File: src/rtl/mmio_launch_sequencer.sv
// mmio_launch_sequencer: one launch programs start_addr, verifies it, pulses reset, unhalts, issues go, polls done, halts; ports clk/rst_n, launch/addr/timeout/abort in, busy+status pulses out, mmio write/read channel
module mmio_launch_sequencer #(
  parameter int ADDR_WIDTH = 64,
  parameter int TIMEOUT_WIDTH = 32,
  parameter int POLL_INTERVAL = 16
) (
  input  logic clk,
  input  logic rst_n,
  input  logic launch,
  input  logic [ADDR_WIDTH-1:0] launch_addr,
  input  logic [TIMEOUT_WIDTH-1:0] timeout_cycles,
  input  logic abort,
  output logic busy,
  output logic complete,
  output logic timed_out,
  output logic readback_err,
  output logic aborted,
  output logic mmio_wr_en,
  output logic [15:0] mmio_wr_addr,
  output logic [63:0] mmio_wr_data,
  output logic mmio_rd_en,
  output logic [15:0] mmio_rd_addr,
  input  logic [63:0] mmio_rd_data
);
  localparam logic [3:0] IDLE = 4'd0, WR_ADDR = 4'd1, RD_ADDR = 4'd2, CHK_ADDR = 4'd3,
    WR_RST1 = 4'd4, WR_RST0 = 4'd5, WR_UNHALT = 4'd6, WR_GO = 4'd7, POLL_RD = 4'd8,
    POLL_CHK = 4'd9, POLL_WAIT = 4'd10, HALT = 4'd11;
  localparam logic [1:0] C_DONE = 2'd0, C_TMO = 2'd1, C_ABT = 2'd2;
  logic [3:0] state, nxt;
  logic [1:0] cause, ncause;
  logic [ADDR_WIDTH-1:0] addr_q;
  logic [TIMEOUT_WIDTH-1:0] tmo_q, pcnt;
  logic [31:0] wcnt;
  logic polling;
  assign polling = state == POLL_RD || state == POLL_CHK || state == POLL_WAIT;
  always_comb begin
    nxt = state;
    ncause = cause;
    case (state)
      IDLE: nxt = launch ? WR_ADDR : IDLE;
      WR_ADDR: nxt = RD_ADDR;
      RD_ADDR: nxt = CHK_ADDR;
      CHK_ADDR: nxt = mmio_rd_data[ADDR_WIDTH-1:0] == addr_q ? WR_RST1 : IDLE;
      WR_RST1: nxt = WR_RST0;
      WR_RST0: nxt = WR_UNHALT;
      WR_UNHALT: nxt = WR_GO;
      WR_GO: nxt = POLL_RD;
      POLL_RD: nxt = POLL_CHK;
      POLL_CHK: begin
        nxt = mmio_rd_data[0] || (tmo_q != '0 && pcnt >= tmo_q) ? HALT :
              POLL_INTERVAL == 0 ? POLL_RD : POLL_WAIT;
        ncause = mmio_rd_data[0] ? C_DONE : C_TMO;
      end
      POLL_WAIT: nxt = wcnt == 32'(POLL_INTERVAL - 1) ? POLL_RD : POLL_WAIT;
      HALT: nxt = IDLE;
      default: nxt = IDLE;
    endcase
    if (abort && state != IDLE && state != HALT) begin
      nxt = HALT;
      ncause = C_ABT;
    end
  end
  always_ff @(posedge clk or negedge rst_n) begin
    if (!rst_n) begin
      state <= IDLE;
      cause <= C_DONE;
      busy <= 1'b0;
      complete <= 1'b0;
      timed_out <= 1'b0;
      aborted <= 1'b0;
      readback_err <= 1'b0;
      addr_q <= '0;
      tmo_q <= '0;
      pcnt <= '0;
      wcnt <= '0;
    end else begin
      state <= nxt;
      cause <= ncause;
      busy <= nxt != IDLE;
      complete <= state == HALT && cause == C_DONE;
      timed_out <= state == HALT && cause == C_TMO;
      aborted <= state == HALT && cause == C_ABT;
      readback_err <= state == CHK_ADDR && nxt == IDLE;
      if (state == IDLE && launch) begin
        addr_q <= launch_addr;
        tmo_q <= timeout_cycles;
      end
      pcnt <= state == WR_GO ? '0 : polling && pcnt != '1 ? pcnt + 1'b1 : pcnt;
      wcnt <= state == POLL_WAIT ? wcnt + 32'd1 : 32'd0;
    end
  end
  // strobes decode straight from the state register so an async reset drops them at once
  assign mmio_wr_en = state == WR_ADDR || state == WR_RST1 || state == WR_RST0 ||
                      state == WR_UNHALT || state == WR_GO || state == HALT;
  assign mmio_wr_addr = state == WR_ADDR ? 16'h0052 :
                        state == WR_RST1 || state == WR_RST0 ? 16'h0054 :
                        state == WR_UNHALT || state == HALT ? 16'h0056 :
                        state == WR_GO ? 16'h0050 : 16'h0000;
  assign mmio_wr_data = state == WR_ADDR ? 64'(addr_q) :
                        state == WR_RST1 || state == WR_UNHALT || state == WR_GO ? 64'd1 : 64'd0;
  assign mmio_rd_en = state == RD_ADDR || state == POLL_RD;
  assign mmio_rd_addr = state == RD_ADDR ? 16'h0052 : state == POLL_RD ? 16'h0058 : 16'h0000;
endmodule

File: config.mk
export PLATFORM = sky130hd
export DESIGN_NAME = mmio_launch_sequencer
export DESIGN_NICKNAME = d
export VERILOG_FILES = /design/src/rtl/mmio_launch_sequencer.sv
export SDC_FILE = /design/constraint.sdc
export NUM_CORES = 1
export LEC_CHECK = 0
export ABC_AREA = 1
export CAP_MARGIN = 0
export CORE_AREA = 3 3 159 161
export DETAILED_ROUTE_END_ITERATION = 16
export DIE_AREA = 0 0 162 164
export PLACE_DENSITY = 0.71
export SLEW_MARGIN = 20
export SYNTH_ARGS = -nofsm -noshare
export SYNTH_HDL_FRONTEND = slang
export SYNTH_SLANG_ARGS = --single-unit
File: constraint.sdc
create_clock -name clk -period 3.02 [get_ports clk]
set_input_delay 0.604 -clock clk [delete_from_list [all_inputs] [get_ports clk]]
set_output_delay 0.604 -clock clk [all_outputs]
set_load 0.01 [all_outputs]
==> run metrics <==
outcome=completed; P_sw=approximately 3700 uW; total grt overflow=0; Crit Path Category=reg2out; Netlist cell types=47; H-tree level count=4; Post-Syn Instances=about 1.4k; Max-cap violations=0; CP Max Fanout=5; RSZ-0062 raised after global routing=false; most frequent cells after synthesis=nor2_1 (273), nand2_1 (237), inv_1 (209); CTS Root Cell=clkbuf_16; Post-CTS Setup Inserts=0; count leader, synth=nor2_1; Layout area overhead=32.3%; die area=around 27,000 um2; Die Y=~160 um; Switching Share=38.3%; sequential share of power=a little over a third; top cell type by total area after synthesis=dfrtp_1; #FFs+latches synth=about 170; Core ar.=24,100 um2; I/O Pins=267; CP cell instances=nor2_2, inv_1, nor2_1, inv_1, o21ai_0, clkdlybuf4s50_1; slowest stage cell on the critical path=clkdlybuf4s50_1; Hold Crit Class=in2async; f_max=~350 MHz; Final Skew=about 0.011 ns; share of the synthesized area in the top cell type=a little over two fifths; internal power=5940 uW; asr flop ratio synth=100%; Tot Pwr=~9600 uW; Worst Path Required=~2.4 ns; CTS tree=built; DRT iter0 DRCs=between 700 and 800; # rows=57; Fin. Hold Viols=0; Final #Nets=between 1.5k and 2k; slew margin rel.=about three fifths; Final Setup Violations=0; count of pins over their slew limit=0; Post-Syn Area=a little over 10,000 um2; CTS sink count=about 170; Worst Max-Slew Pin Slew=between 0.6 and 0.7 ns; first-pass GRT wire length=48,500 um; antenna-violating nets left=0; Main synth FF type=dfrtp_1; final worst path period need=around 2.9 ns; Syn. warnings=0; Leak=approximately 0.0064 uW; CP Launch Type=flop; WL/cell=between 15 and 20 um; Logic pwr share=41.4%; largest cells by area after synthesis=dfrtp_1 (42%), nor2_1 (10%), nand2_1 (8.7%), inv_1 (7.6%), a21oi_1 (6.7%); n_diodes=0; clock latency on the worst-skew pair=around 0.44 ns; Initial Utilization=42.6%; sequential-to-total area share from yosys stat=roughly two fifths; Post-route DRC=0; layout cell share with drive strength beyond 1=between 5 and 6%; drt first pass iters=6; Worst Path Arrival=about 2.3 ns; clock buffer depth=2; Peak VDD IR=~340 uV; vias in the first global route=~9k; WHS=approximately 0.089 ns; antenna violations before repair=0; WL final=30,200 um; total number of vias=about 9.8k; Mapped Avg Cell Area=around 7.3 um2; CP endpoint kind=output port; Port Buf Inserts=around 240; largest net degree at the start of global routing=63; CP peak stage delay=between 0.6 and 0.7 ns; final setup TNS=0 ns; gr usage total=between 20 and 25%; GP Congestion=roughly 0.94; Tcrit/Tclk final=between 90% and 100%; die width=roughly 160 um; TritonCTS Buffers=17; Clk pwr share=22.7%; HPWL after DPL=about 24,000 um; crit-path most repeated cell=inv_1; DR vias/cell=approximately 5.0; Post-synth EDFFs=0; Worst-path clk slew=about 0.060 ns; power per standard cell area=approximately 710 nW/um2
-- kinds of logic after synthesis --
group / after synthesis / share of synthesized area (%)
fa+ha+maj: 34 / 4.14
simple gates: 662 / 27.4
other cells: 1 / 0.0365
flops: 171 / 41.6
xor+xnor: 58 / 4.94
mux: 2 / 0.219
buf+inv: 279 / 11.4
compound gates: 193 / 10.1
-- per-layer routing --
layer	track usage (%)	part of all wire (%)	vias to the layer above
met5	0	0	-
met1	31.0	45	4576
met3	3.51	5.8	39
met2	38.4	47	311
li1	-	-	4857
met4	6.90	2.1	0
-- worst max-delay path: cells and delay by family, from the launching register on --
kind,cells,cell delay [ns]
buffers and inverters,3,0.80
AO/OA/AOI/OAI,1,0.22
flip-flops,1,0.44
AND/OR/NAND/NOR,2,0.38
-- placed cells by master, fill, tap and decap left out, types with 6 or more instances in the layout --
master | netlist | routed
dfrtp_1 | 171 | 171
o21ai_1 | 8 | 8
inv_2 | 7 | 7
clkbuf_16 | 0 | 17
nand2_1 | 237 | 236
xor2_1 | 22 | 22
conb_1 | 1 | 24
a21oi_1 | 138 | 138
buf_4 | 28 | 9
nand4_1 | 34 | 34
nor3_1 | 45 | 45
nor2_1 | 273 | 271
o21ai_0 | 22 | 22
nor2_2 | 7 | 9
o21a_1 | 6 | 6
o31ai_1 | 8 | 8
nand3_1 | 37 | 36
inv_1 | 209 | 209
xnor2_1 | 36 | 36
ha_1 | 34 | 34
clkdlybuf4s50_1 | 0 | 240
nor4_1 | 7 | 7
-- repair_timing --
action | in CTS | in global routing
endpoints found under the setup margin | 0 | 63
hold buffers | 0 | 0
resized for setup | 0 | 7
endpoints found under the hold margin | 0 | 0
-- final timing paths --
check                                      from               endpoint  slack, ns  cells past startpoint
max in group asynchronous                 rst_n   pcnt[22]$_DFFE_PN0P_       2.14                      2
setup reg to reg            pcnt[1]$_DFFE_PN0P_    pcnt[9]$_DFFE_PN0P_       0.62                     13
setup / recovery             state[1]$_DFF_PN0_        mmio_rd_addr[6]       0.15                      6
hold / removal                            rst_n  tmo_q[26]$_DFFE_PN0P_       0.09                      1
min in group clk           cause[0]$_DFFE_PN0P_     complete$_DFF_PN0_       0.45                      1
hold reg to reg            cause[0]$_DFFE_PN0P_     complete$_DFF_PN0_       0.45                      1
-- per-stage QoR --
step,util [%],cell area (um2),setup WS [ns],std cells
5_1_grt,56.4,13600,0.00407,1972
3_3_place_gp,53.9,13000,0.560,1941
3_5_place_dp,53.9,13000,0.500,1941
2_1_floorplan,-,10400,1.08,1423
4_1_cts,56.3,13600,0.0398,1972
6_report,56.4,13600,0.152,1972
-- state kept, by name, summed over array words and instances, names as in the netlist --
name and flops:
cause 2, tmo_q 32, timed_out 1, aborted 1
wcnt 32, state 4, pcnt 32, addr_q 64
readback_err 1, busy 1, complete 1
-- final cells by class --
type                       instances  area (um2)
timing repair buffer             256        2580
sequential                       171        4280
clock inverter                    11         121
tap                              324         405
inverter                         217         815
fill                            2252       10500
multi-input combinational        973        4930
clock buffer                      20         457
-- power groups by stage --
stage                     Combinational, uW  Clock [uW]  Sequential, uW
final                                  3980        2190            3460
after floorplan                        2510           0            3390
after detailed placement               3970           0            3500
after global routing                   4510        2320            3550
after CTS                              4000        2220            3460
after global placement                 3890           0            3470
(Power assumes the default switching activity.)
